===== config.mk =====
export PLATFORM = sky130hd
export DESIGN_NAME = onewire_master_seq
export DESIGN_NICKNAME = d
export VERILOG_FILES = /design/src/rtl/onewire_pkg.sv /design/src/rtl/onewire_bit_slot.sv /design/src/rtl/onewire_master_seq.sv
export SDC_FILE = /design/constraint.sdc
export NUM_CORES = 1
export LEC_CHECK = 0
export ABC_AREA = 1
export ABC_CLOCK_PERIOD_IN_PS = 3200
export BUFFER_PORTS_ARGS = -buffer_cell sky130_fd_sc_hd__buf_2
export CORE_ASPECT_RATIO = 1.5
export CORE_UTILIZATION = 61
export CTS_CLUSTER_DIAMETER = 120
export DETAILED_ROUTE_END_ITERATION = 10
export PLACE_DENSITY = 0.85
export SYNTH_ARGS = -nofsm -noshare
export SYNTH_HDL_FRONTEND = slang
export SYNTH_SLANG_ARGS = --single-unit

===== constraint.sdc =====
create_clock -name clk -period 3.2 [get_ports clk]
set_input_delay 0.64 -clock clk [delete_from_list [all_inputs] [get_ports clk]]
set_output_delay 0.64 -clock clk [all_outputs]
set_load 0.02 [all_outputs]

===== src/rtl/onewire_pkg.sv =====
// Shared definitions for the 1-Wire master: ROM commands, sequencer states, default timing.
// Timing values are in core clock cycles.
package onewire_pkg;

  localparam logic [7:0] CMD_READ_ROM  = 8'h33;
  localparam logic [7:0] CMD_SKIP_ROM  = 8'hCC;
  localparam logic [7:0] CMD_MATCH_ROM = 8'h55;

  localparam int DEF_T_RSTL    = 480;
  localparam int DEF_T_MSP     = 70;
  localparam int DEF_T_RSTH    = 480;
  localparam int DEF_T_SLOT    = 70;
  localparam int DEF_T_LOW1    = 6;
  localparam int DEF_T_LOW0    = 60;
  localparam int DEF_T_MSR     = 15;
  localparam int DEF_T_REC     = 10;
  localparam int DEF_DATA_BITS = 64;
  localparam int DEF_CNT_W     = 10;

  typedef enum logic [2:0] {
    S_IDLE,
    S_RST_LOW,
    S_RST_WAIT,
    S_CMD_TX,
    S_ROM_RX,
    S_ROM_TX,
    S_DATA_RX,
    S_DONE
  } seq_state_t;

  function automatic logic cmd_is_legal(input logic [7:0] c);
    return (c == CMD_READ_ROM) || (c == CMD_SKIP_ROM) || (c == CMD_MATCH_ROM);
  endfunction

endpackage


===== src/rtl/onewire_bit_slot.sv =====
// One 1-Wire write or read time slot; owns the slot counter and the registered pull-low drive.
// A go on the last slot cycle chains the next slot with no idle gap; force_low overrides for reset pulses.
module onewire_bit_slot
  import onewire_pkg::*;
#(
  parameter int T_SLOT = DEF_T_SLOT,
  parameter int T_LOW1 = DEF_T_LOW1,
  parameter int T_LOW0 = DEF_T_LOW0,
  parameter int T_MSR  = DEF_T_MSR,
  parameter int T_REC  = DEF_T_REC,
  parameter int CNT_W  = DEF_CNT_W
) (
  input  logic clk,
  input  logic reset,
  input  logic go,
  input  logic wr_bit,
  input  logic is_read,
  input  logic force_low,
  input  logic bus_s,
  output logic pull_low,
  output logic slot_busy,
  output logic slot_done,
  output logic rd_bit
);

  localparam int LAST = T_SLOT + T_REC - 1;

  logic [CNT_W-1:0] cnt;
  logic [CNT_W-1:0] low_len;
  logic             active;
  logic             bit_q;
  logic             read_q;

  // A read slot opens with the same short pulse as a write-1.
  assign low_len   = (read_q || bit_q) ? CNT_W'(T_LOW1) : CNT_W'(T_LOW0);
  assign slot_done = active && (cnt == CNT_W'(LAST));
  assign slot_busy = active;

  always_ff @(posedge clk or negedge reset) begin
    if (!reset) begin
      cnt      <= '0;
      active   <= 1'b0;
      bit_q    <= 1'b0;
      read_q   <= 1'b0;
      pull_low <= 1'b0;
      rd_bit   <= 1'b0;
    end else begin
      if (go && (!active || slot_done)) begin
        active   <= 1'b1;
        cnt      <= '0;
        bit_q    <= wr_bit;
        read_q   <= is_read;
        pull_low <= 1'b1;
      end else if (slot_done) begin
        active   <= 1'b0;
        cnt      <= '0;
        pull_low <= force_low;
      end else if (active) begin
        cnt      <= cnt + CNT_W'(1);
        pull_low <= force_low || ((cnt + CNT_W'(1)) < low_len);
      end else begin
        pull_low <= force_low;
      end
      if (active && read_q && (cnt == CNT_W'(T_MSR))) begin
        rd_bit <= bus_s;
      end
    end
  end

endmodule


===== src/rtl/onewire_master_seq.sv =====
// 1-Wire master transaction sequencer: reset/presence, ROM command, optional ROM phase, data read.
// Owns reset timing, bit counters and shift registers; slot timing lives in onewire_bit_slot.
module onewire_master_seq
  import onewire_pkg::*;
#(
  parameter int T_RSTL    = DEF_T_RSTL,
  parameter int T_MSP     = DEF_T_MSP,
  parameter int T_RSTH    = DEF_T_RSTH,
  parameter int T_SLOT    = DEF_T_SLOT,
  parameter int T_LOW1    = DEF_T_LOW1,
  parameter int T_LOW0    = DEF_T_LOW0,
  parameter int T_MSR     = DEF_T_MSR,
  parameter int T_REC     = DEF_T_REC,
  parameter int DATA_BITS = DEF_DATA_BITS,
  parameter int CNT_W     = DEF_CNT_W
) (
  input  logic        clk,
  input  logic        reset,
  input  logic        bus,
  output logic        master_pull_low,
  input  logic        start,
  input  logic [7:0]  cmd,
  input  logic [63:0] rom_in,
  output logic        busy,
  output logic        done,
  output logic        presence_ok,
  output logic        error,
  output logic [63:0] rom_out,
  output logic [63:0] data_out
);

  seq_state_t       state, state_nxt;
  logic [1:0]       bus_sync;
  logic             bus_s;
  logic [CNT_W-1:0] tcnt;
  logic [6:0]       bit_cnt;
  logic [6:0]       nbits;
  logic [7:0]       cmd_q;
  logic [63:0]      rom_q;
  logic [63:0]      tx_word;
  logic [5:0]       wr_idx;
  logic             slot_state, last_bit, go, wr_bit, is_read;
  logic             force_low, fail;
  logic             slot_busy, slot_done, rd_bit;

  assign bus_s      = bus_sync[1];
  assign slot_state = (state == S_CMD_TX) || (state == S_ROM_TX) ||
                      (state == S_ROM_RX) || (state == S_DATA_RX);
  assign is_read    = (state == S_ROM_RX) || (state == S_DATA_RX);
  assign nbits      = (state == S_CMD_TX)  ? 7'd8 :
                      (state == S_DATA_RX) ? 7'(DATA_BITS) : 7'd64;
  assign last_bit   = (bit_cnt == nbits - 7'd1);
  assign tx_word    = (state == S_ROM_TX) ? rom_q : {56'd0, cmd_q};
  // When chaining on slot_done the next slot's bit is one ahead of bit_cnt.
  assign wr_idx     = slot_done ? (bit_cnt[5:0] + 6'd1) : bit_cnt[5:0];
  assign wr_bit     = is_read | tx_word[wr_idx];
  assign go         = slot_state && (!slot_busy || (slot_done && !last_bit));
  assign done       = (state == S_DONE);

  always_comb begin
    state_nxt = state;
    force_low = 1'b0;
    fail      = 1'b0;
    case (state)
      S_IDLE: begin
        if (start) begin
          if (cmd_is_legal(cmd)) begin
            state_nxt = S_RST_LOW;
            force_low = 1'b1;
          end else begin
            state_nxt = S_DONE;
            fail      = 1'b1;
          end
        end
      end
      S_RST_LOW: begin
        force_low = (tcnt < CNT_W'(T_RSTL - 1));
        if (tcnt == CNT_W'(T_RSTL - 1)) state_nxt = S_RST_WAIT;
      end
      S_RST_WAIT: begin
        if (tcnt == CNT_W'(T_RSTH - 1)) begin
          if (presence_ok) begin
            state_nxt = S_CMD_TX;
          end else begin
            state_nxt = S_DONE;
            fail      = 1'b1;
          end
        end
      end
      S_CMD_TX: begin
        if (slot_done && last_bit) begin
          case (cmd_q)
            CMD_READ_ROM:  state_nxt = S_ROM_RX;
            CMD_MATCH_ROM: state_nxt = S_ROM_TX;
            default:       state_nxt = S_DATA_RX;
          endcase
        end
      end
      S_ROM_RX, S_ROM_TX: begin
        if (slot_done && last_bit) state_nxt = S_DATA_RX;
      end
      S_DATA_RX: begin
        if (slot_done && last_bit) state_nxt = S_DONE;
      end
      S_DONE:  state_nxt = S_IDLE;
      default: state_nxt = S_IDLE;
    endcase
  end

  always_ff @(posedge clk or negedge reset) begin
    if (!reset) state <= S_IDLE;
    else        state <= state_nxt;
  end

  always_ff @(posedge clk or negedge reset) begin
    if (!reset) begin
      bus_sync    <= '0;
      tcnt        <= '0;
      bit_cnt     <= '0;
      cmd_q       <= '0;
      rom_q       <= '0;
      busy        <= 1'b0;
      presence_ok <= 1'b0;
      error       <= 1'b0;
      rom_out     <= '0;
      data_out    <= '0;
    end else begin
      bus_sync <= {bus_sync[0], bus};
      if (state_nxt != state) begin
        tcnt <= '0;
      end else if ((state == S_RST_LOW) || (state == S_RST_WAIT)) begin
        tcnt <= tcnt + CNT_W'(1);
      end
      if ((state == S_IDLE) && start) begin
        cmd_q       <= cmd;
        rom_q       <= rom_in;
        busy        <= 1'b1;
        presence_ok <= 1'b0;
        bit_cnt     <= '0;
      end
      if (fail) begin
        error <= 1'b1;
      end else if ((state == S_IDLE) && start) begin
        error <= 1'b0;
      end
      if ((state == S_RST_WAIT) && (tcnt == CNT_W'(T_MSP)) && !bus_s) begin
        presence_ok <= 1'b1;
      end
      if (slot_state && slot_done) begin
        bit_cnt <= last_bit ? 7'd0 : (bit_cnt + 7'd1);
        if (state == S_ROM_RX)  rom_out[bit_cnt[5:0]]  <= rd_bit;
        if (state == S_DATA_RX) data_out[bit_cnt[5:0]] <= rd_bit;
      end
      if (state == S_DONE) busy <= 1'b0;
    end
  end

  onewire_bit_slot #(
    .T_SLOT (T_SLOT),
    .T_LOW1 (T_LOW1),
    .T_LOW0 (T_LOW0),
    .T_MSR  (T_MSR),
    .T_REC  (T_REC),
    .CNT_W  (CNT_W)
  ) u_slot (
    .clk       (clk),
    .reset     (reset),
    .go        (go),
    .wr_bit    (wr_bit),
    .is_read   (is_read),
    .force_low (force_low),
    .bus_s     (bus_s),
    .pull_low  (master_pull_low),
    .slot_busy (slot_busy),
    .slot_done (slot_done),
    .rd_bit    (rd_bit)
  );

endmodule


### After elaboration in Yosys (flattened, before gate mapping)

Index checks and enable logic that the tools add are counted.

| storage, ports and cells | value |
|---|---|
| input port bits | 76 |
| logic and storage cells | 129 |
| bits in registers | 240 |
| output and inout port bits | 133 |

| cells by class | value |
|---|---|
| reductions and logical operators | 37 |
| multiplexer cells | 46 |
| magnitude comparators | 5 |
| bitwise gates (word level) | 1 |
| add/sub/neg operators | 5 |
| equality and inequality tests | 18 |

Operators with widths:

| cell | count |
|---|---|
| $bwmux W64 | 2 |
| $mux W64 | 1 |
| $mux W10 | 5 |
| $mux W7 | 4 |
| $mux W3 | 8 |
| $pmux W3 S7 | 1 |
| $add A10 B1 Y10 const B | 2 |
| $eq A10 B7 Y1 const B | 2 |
| $mux W1 | 18 |
| $eq A8 B6 Y1 const B | 2 |
| $eq A8 B7 Y1 const B | 2 |
| $lt A6 B7 Y1 const B | 2 |
| $eq A3 B3 Y1 const B | 4 |
| $logic_and A1 B1 Y1 | 12 |
| $mux W6 | 2 |
| $reduce_bool A2 Y1 | 6 |
| $logic_or A1 B1 Y1 | 11 |
| $eq A10 B4 Y1 const B | 1 |
| $eq A10 B9 Y1 const B | 1 |
| $lt A10 B10 Y1 | 1 |
| $lt A10 B9 Y1 const B | 1 |
| $eq A8 B8 Y1 const B | 1 |
| $add A7 B1 Y7 const B | 1 |
| $eq A7 B7 Y1 | 1 |
| other kinds (16) | 21 |

### Depth between registers and ports, before layout

| logic depth | value |
|---|---|
| depth after elaboration | 10 |
| gate-level depth with buffers | 18 |
| mapped depth without buffers | 17 |

### Cells and area by module

A second synthesis with hierarchy kept.

| second synthesis, totals | value |
|---|---|
| cells, all modules | 1353 |
| area total of the unflattened synthesis | 11339.6 um^2 |

Modules (own cells, without submodules):

| module | cells an instance | area each (um^2) | times used | sequential area each (um^2) |
|---|---|---|---|---|
| onewire_master_seq | 1224 | 10406.2 | 1 | 5630.4 |
| onewire_bit_slot | 129 | 933.4 | 1 | 375.4 |

### Worst setup path before layout

Ideal clock, no wire load.

| timing path | value |
|---|---|
| kind | register to register |
| from | register u_slot.cnt[0] |
| to | register tcnt[0] |
| stages on the path, launching flop included | 13 |
| buffers on the path | 1 |
| path slack | 1.065 ns |
| data required time | 3.127 ns |
| arrival | 2.062 ns |
| library setup time | 0.073 ns |
| cells stage by stage | dfrtp_1 ha_1 nand3_2 nor2_4 nand3_4 buf_6 nor2_4 inv_2 o21ai_0 nand4_1 xor2_1 nand3_4 nor2_1 |

| on the way | value |
|---|---|
| cells in the longest elaborated chain, start to end | 7 |
| elaborated cells on any way between the ends | 10 |
| classes of those cells | eq/ne: 2; mux: 5; reduce/logical: 3 |

RTL lines:

| what | RTL line | RTL |
|---|---|---|
| start, declared | onewire_bit_slot.sv:28 | `logic [CNT_W-1:0] cnt;` |
| start signal, assigned | onewire_bit_slot.sv:59 | `cnt <= cnt + CNT_W'(1);` |
| $eq A10 B7 Y1 * | onewire_bit_slot.sv:36 | `assign slot_done = active && (cnt == CNT_W'(LAST));` |
| $logic_and A1 B1 Y1 * | onewire_bit_slot.sv:36 |  |
| $logic_and A1 B1 Y1 * | onewire_master_seq.sv:91, onewire_master_seq.sv:100, onewire_master_seq.sv:103 |  |
| $mux W3 (on tied branches) | onewire_master_seq.sv:103, onewire_master_seq.sv:91, onewire_master_seq.sv:100 |  |
| $pmux W3 S7 * | onewire_master_seq.sv:64 | `case (state)` |
| via state_nxt[0] | onewire_master_seq.sv:32 | `seq_state_t state, state_nxt;` |
| $ne A3 B3 Y1 * | onewire_master_seq.sv:129 | `if (state_nxt != state) begin` |
| $mux W10 / $reduce_bool A2 Y1 (equally long branches) | - |  |
| end signal, assigned | onewire_master_seq.sv:132 | `tcnt <= tcnt + CNT_W'(1);` |
| end, declared | onewire_master_seq.sv:35 | `logic [CNT_W-1:0] tcnt;` |

The timed path passes the listed nets; every way through them passes the cells marked *.
A chain may end at the register's enable or synchronous reset.

### Worst setup path after layout

| timing path | value |
|---|---|
| from | register u_slot.cnt[0] |
| to | register u_slot.bit_q |

| on the way | value |
|---|---|
| cells in the longest elaborated chain, start to end | 6 |
| elaborated cells on any way between the ends | 11 |
| classes of those cells | eq/ne: 1; mux: 3; bitwise: 1; reduce/logical: 6 |

RTL lines:

| what | RTL line | RTL |
|---|---|---|
| $eq A10 B7 Y1 * | onewire_bit_slot.sv:36 |  |
| $logic_and A1 B1 Y1 * | onewire_bit_slot.sv:36 |  |
| $mux W6 / $logic_and A1 B1 Y1 (equally long branches) | onewire_master_seq.sv:55, onewire_master_seq.sv:57 |  |
| $bmux W1 S6 / $logic_or A1 B1 Y1 (equally long branches) | onewire_master_seq.sv:56, onewire_master_seq.sv:57 |  |
| $mux W1 (implied by the code) / $logic_and A1 B1 Y1 (equally long branches) | onewire_master_seq.sv:56, onewire_master_seq.sv:57 |  |
| $or A1 B1 Y1 / $logic_and A1 B1 Y1 (equally long branches) | onewire_master_seq.sv:56, onewire_bit_slot.sv:48 |  |
| end signal, assigned | onewire_bit_slot.sv:51 | `bit_q <= wr_bit;` |
| end, declared | onewire_bit_slot.sv:31 | `logic bit_q;` |

Mark *: on every way between the ends. The rest lies on a longest branch, timed or not. The select of a mux whose other input is x is not followed.

==> metrics.txt <==
# TYPE chip_impl_metric gauge
chip_impl_metric{name="max_stage_delay",unit="ns"} 0.38
chip_impl_metric{name="ys_seq_elements",unit=""} 240
chip_impl_metric{name="track_usage",unit=""} 0.3017
chip_impl_metric{name="die-height",unit="µm"} 170.6
chip_impl_metric{name="ys_seq_area_frac",unit=""} 0.5196
chip_impl_metric{name="layout_min_cycle_time",unit="ns"} 2.671
chip_impl_info{name="tritoncts",value="yes"} 1
chip_impl_info{name="rsz_0062_raised_after_global_routing",value="no"} 1
chip_impl_metric{name="post-dp-hpwl",unit="mm"} 19.99
chip_impl_info{name="critical_path.endpoint_type",value="flop"} 1
chip_impl_info{name="yosys_most_used_dff",value="sky130_fd_sc_hd__dfrtp_1"} 1
chip_impl_metric{name="dr.pass1.iters",unit=""} 5
chip_impl_metric{name="num_io_pins",unit=""} 209
chip_impl_metric{name="yosysWarnings",unit=""} 0
chip_impl_metric{name="cts_buffer_depth",unit=""} 3
chip_impl_info{name="cts_root_buf",value="sky130_fd_sc_hd__clkbuf_16"} 1
chip_impl_metric{name="floorplan.die.width",unit="µm"} 114.4
chip_impl_metric{name="design.core.area",unit="mm²"} 0.01855
chip_impl_metric{name="min_period_over_period",unit=""} 0.8346
chip_impl_metric{name="totalNegativeSetupSlack",unit="ns"} 0
chip_impl_metric{name="tightestPinTransition",unit="ns"} 0.6890
chip_impl_metric{name="clkLatencyLatePin",unit="ns"} 0.50
chip_impl_metric{name="synth_edf_count",unit=""} 0
chip_impl_metric{name="post_cts.resized_instances",unit=""} 0
chip_impl_metric{name="gpl.final_weighted_congestion",unit=""} 0.8461
chip_impl_metric{name="grt_remaining_overflow",unit=""} 0
chip_impl_metric{name="synth.distinct_cells",unit=""} 41
chip_impl_metric{name="synth-async-reset-ratio",unit=""} 1.000
chip_impl_metric{name="relSlewSlack",unit=""} 0.5406
chip_impl_info{name="timing.critical_path.slowest_stage_cell",value="sky130_fd_sc_hd__dfrtp_1"} 1
chip_impl_metric{name="area.growth.synth_to_final",unit="%"} 17.63
chip_impl_metric{name="timing.critical_path.fanout_max",unit=""} 17
chip_impl_info{name="mostFrequentLayoutCells",value="398 x sky130_fd_sc_hd__nand2_1, 239 x sky130_fd_sc_hd__dfrtp_1, 207 x sky130_fd_sc_hd__buf_2, 183 x sky130_fd_sc_hd__inv_1, 149 x sky130_fd_sc_hd__o21ai_0"} 1
chip_impl_metric{name="route.vias.total",unit=""} 10260
chip_impl_metric{name="portBuffers",unit=""} 208
chip_impl_metric{name="final_antenna_net_count",unit=""} 0
chip_impl_metric{name="worst_path_required",unit="ns"} 3.65
chip_impl_info{name="list_of_cells_traversed_by_the_critical_path",value="ha_1, nand3_2, nor2_4, nand3_4, nand2_1, nand2_1, nand2_1, nand3_1, nand3_1, nand3_1, nand2_1, nand2_1, nand2_1, nand2_1, nand3_1, nand2_1, inv_1"} 1
chip_impl_metric{name="worst_r2r_path_depth",unit=""} 17
chip_impl_metric{name="drc_errors",unit=""} 0
chip_impl_metric{name="clk_pin_slew",unit="ns"} 0.06
chip_impl_metric{name="drv.max_cap_violation_count",unit=""} 0
chip_impl_metric{name="worst-endpoint-arrival",unit="ns"} 3.12
chip_impl_metric{name="synth_area",unit="mm²"} 0.01156
chip_impl_metric{name="post-place-ws",unit="ns"} 0.5988
chip_impl_metric{name="worst_slack",unit="ns"} 0.5293
chip_impl_metric{name="peakVddDrop",unit="µV"} 660.2
chip_impl_metric{name="initial_cell_density_of_the_core",unit=""} 0.6232
chip_impl_info{name="path_common_cell",value="sky130_fd_sc_hd__nand2_1"} 1
chip_impl_info{name="post-synth-top-area-cell",value="sky130_fd_sc_hd__dfrtp_1"} 1
chip_impl_metric{name="finalNonFillerCells",unit=""} 1864
chip_impl_metric{name="finalNetCount",unit=""} 1680
chip_impl_metric{name="netlist.area_leader.share",unit=""} 0.5196
chip_impl_info{name="hold_path.class",value="in2async"} 1
chip_impl_metric{name="timing_hold_violations_final",unit=""} 0
chip_impl_metric{name="vias_in_the_first_global_route",unit=""} 9943
chip_impl_metric{name="wirelength",unit="mm"} 28.54
chip_impl_metric{name="placementRows",unit=""} 61
chip_impl_metric{name="r2r_slack",unit="ns"} 0.53
chip_impl_metric{name="grt_first_pass_wirelength",unit="mm"} 46.96
chip_impl_metric{name="placement.cell_area",unit="mm²"} 0.01283
chip_impl_metric{name="post_synth_inst_count",unit=""} 1406
chip_impl_info{name="regToRegEndpoint",value="u_slot.bit_q"} 1
chip_impl_metric{name="cts-buffers-inserted",unit=""} 23
chip_impl_metric{name="clkSinkCount",unit=""} 240
chip_impl_metric{name="maximum_clock_rate",unit="GHz"} 0.3744
chip_impl_metric{name="cts_setup_buffers",unit=""} 0
chip_impl_info{name="layout_commonest_cell",value="sky130_fd_sc_hd__nand2_1"} 1
chip_impl_metric{name="setup_violation_total_in_the_final_timing_report",unit=""} 0
chip_impl_metric{name="routedWlPerCell",unit="µm"} 15.31
chip_impl_metric{name="post-place-cells",unit=""} 1824
chip_impl_metric{name="finalInstanceArea",unit="mm²"} 0.01360
chip_impl_metric{name="syn_avg_cell_area",unit="µm²"} 8.221
chip_impl_metric{name="hold-worst-slack",unit="ns"} 0.1191
chip_impl_metric{name="postSynthNetCount",unit=""} 1489
chip_impl_metric{name="total_leakage_power",unit="µW"} 0.007637
chip_impl_metric{name="power_density",unit="mW/mm²"} 658.7
chip_impl_metric{name="route.detailed.vias_per_inst",unit=""} 5.504
chip_impl_metric{name="dieArea",unit="mm²"} 0.01951
chip_impl_metric{name="drive_above_1_share",unit=""} 0.1768
chip_impl_info{name="timing.critical_path.from_type",value="flop"} 1
chip_impl_metric{name="drt_first_iter_violations",unit=""} 746
chip_impl_info{name="synth.top_cells.by_area",value="sky130_fd_sc_hd__dfrtp_1 52%, sky130_fd_sc_hd__nand2_1 13%, sky130_fd_sc_hd__o21ai_0 6.5%"} 1
chip_impl_metric{name="holdBufCountCts",unit=""} 0
chip_impl_metric{name="clock-skew-final",unit="ns"} 0.009355
chip_impl_metric{name="pin_count_of_the_biggest_net_entering_global_routing",unit=""} 136
chip_impl_info{name="status",value="completed"} 1
chip_impl_metric{name="grt_antenna_before_repair",unit=""} 0
chip_impl_info{name="path_class",value="reg2reg"} 1
chip_impl_metric{name="finalMaxSlewViolations",unit=""} 0
chip_impl_metric{name="clock_tree.htree_level_count",unit=""} 1
chip_impl_metric{name="diodes",unit=""} 0
chip_impl_info{name="reg2reg_from",value="u_slot.cnt[0]"} 1
-- through the flow --
step	utilization	total power, µW
after detailed placement	0.6918	6211
after global routing	0.7331	9512
after CTS	0.7331	8986
final	0.7331	8956
after global placement	0.6918	6117
after floorplan	-	5508
-- synth_stat cells (all sizes together), types with 2 or more instances --
cell and number:
a21oi 10, a31oi 2, buf 24, clkbuf 30, clkinv 2, dfrtp 240
ha 7, inv 186, mux2i 64, nand2 404, nand3 105, nand4 10
nor2 111, nor3 10, nor4 2, o21ai 161, o22ai 8, o31ai 4
xnor2 2, xor2 16
-- worst max-delay path, delay by kind of cell (launching register included) --
| family | cells | cell delay, ns |
|---|---|---|
| AND/OR/NAND/NOR | 15 | 1.99 |
| flip-flops | 1 | 0.38 |
| adder cells (fa/ha/maj) | 1 | 0.21 |
| buffers and inverters | 1 | 0.04 |
-- power by group --
group          total [µW]  switching [µW]  internal [µW]
combinational        2310            1590            720
clock                2750            1130           1620
sequential           3900             311           3590
-- layer usage --
layer | vias up | wire length [µm] | global-route usage
met5 | - | 0 | 0
met4 | 0 | 1301 | 0.1519
met3 | 102 | 1875 | 0.04251
met2 | 443 | 14660 | 0.5318
met1 | 4868 | 10700 | 0.3584
li1 | 4847 | - | -
-- kinds of logic (layout without fill, tap and decap cells) --
family	after synthesis	after routing	share of synthesized area
adders and majority gates	7	7	0.007577
buffers and inverters	242	448	0.08313
muxes	64	64	0.05542
and+or+nand+nor	644	644	0.2327
AOI/OAI and AO/OA	191	191	0.08790
xor gates and xnor gates	18	18	0.01364
DFF	240	240	0.5196
-- layout make-up --
class / count / area, µm²
repair buffers: 220 / 1191
clock inverters: 9 / 101.3
multi-input cells: 924 / 4611
fillers: 1413 / 4950
clock buffers: 31 / 665.6
flip-flops and latches: 240 / 6007
inverters: 188 / 705.7
well taps: 252 / 315.3
-- sequential cells by signal, summed over array words and instances (netlist names) --
register / flops
data_out: 64
rom_out: 64
rom_q: 64
tcnt: 10
u_slot.cnt: 10
cmd_q: 8
bit_cnt: 7
state: 3
bus_sync: 2
busy: 1
error: 1
presence_ok: 1
u_slot.bit_q: 1
u_slot.pull_low: 1
u_slot.rd_bit: 1
u_slot.read_q: 1
u_slot.slot_busy: 1
-- worst max-delay path by stage --
stage	cells past startpoint	from	end	slack (ns)
3_3_place_gp	14	u_slot.cnt[0]	u_slot.bit_q	0.71
2_1_floorplan	12	u_slot.cnt[0]	tcnt[0]	1.06
5_1_grt	15	u_slot.cnt[0]	u_slot.bit_q	0.27
4_1_cts	17	u_slot.cnt[0]	u_slot.bit_q	0.57
6_report	17	u_slot.cnt[0]	u_slot.bit_q	0.53
3_5_place_dp	17	u_slot.cnt[0]	u_slot.bit_q	0.60
No activity file was read; power rests on OpenSTA's default activity.
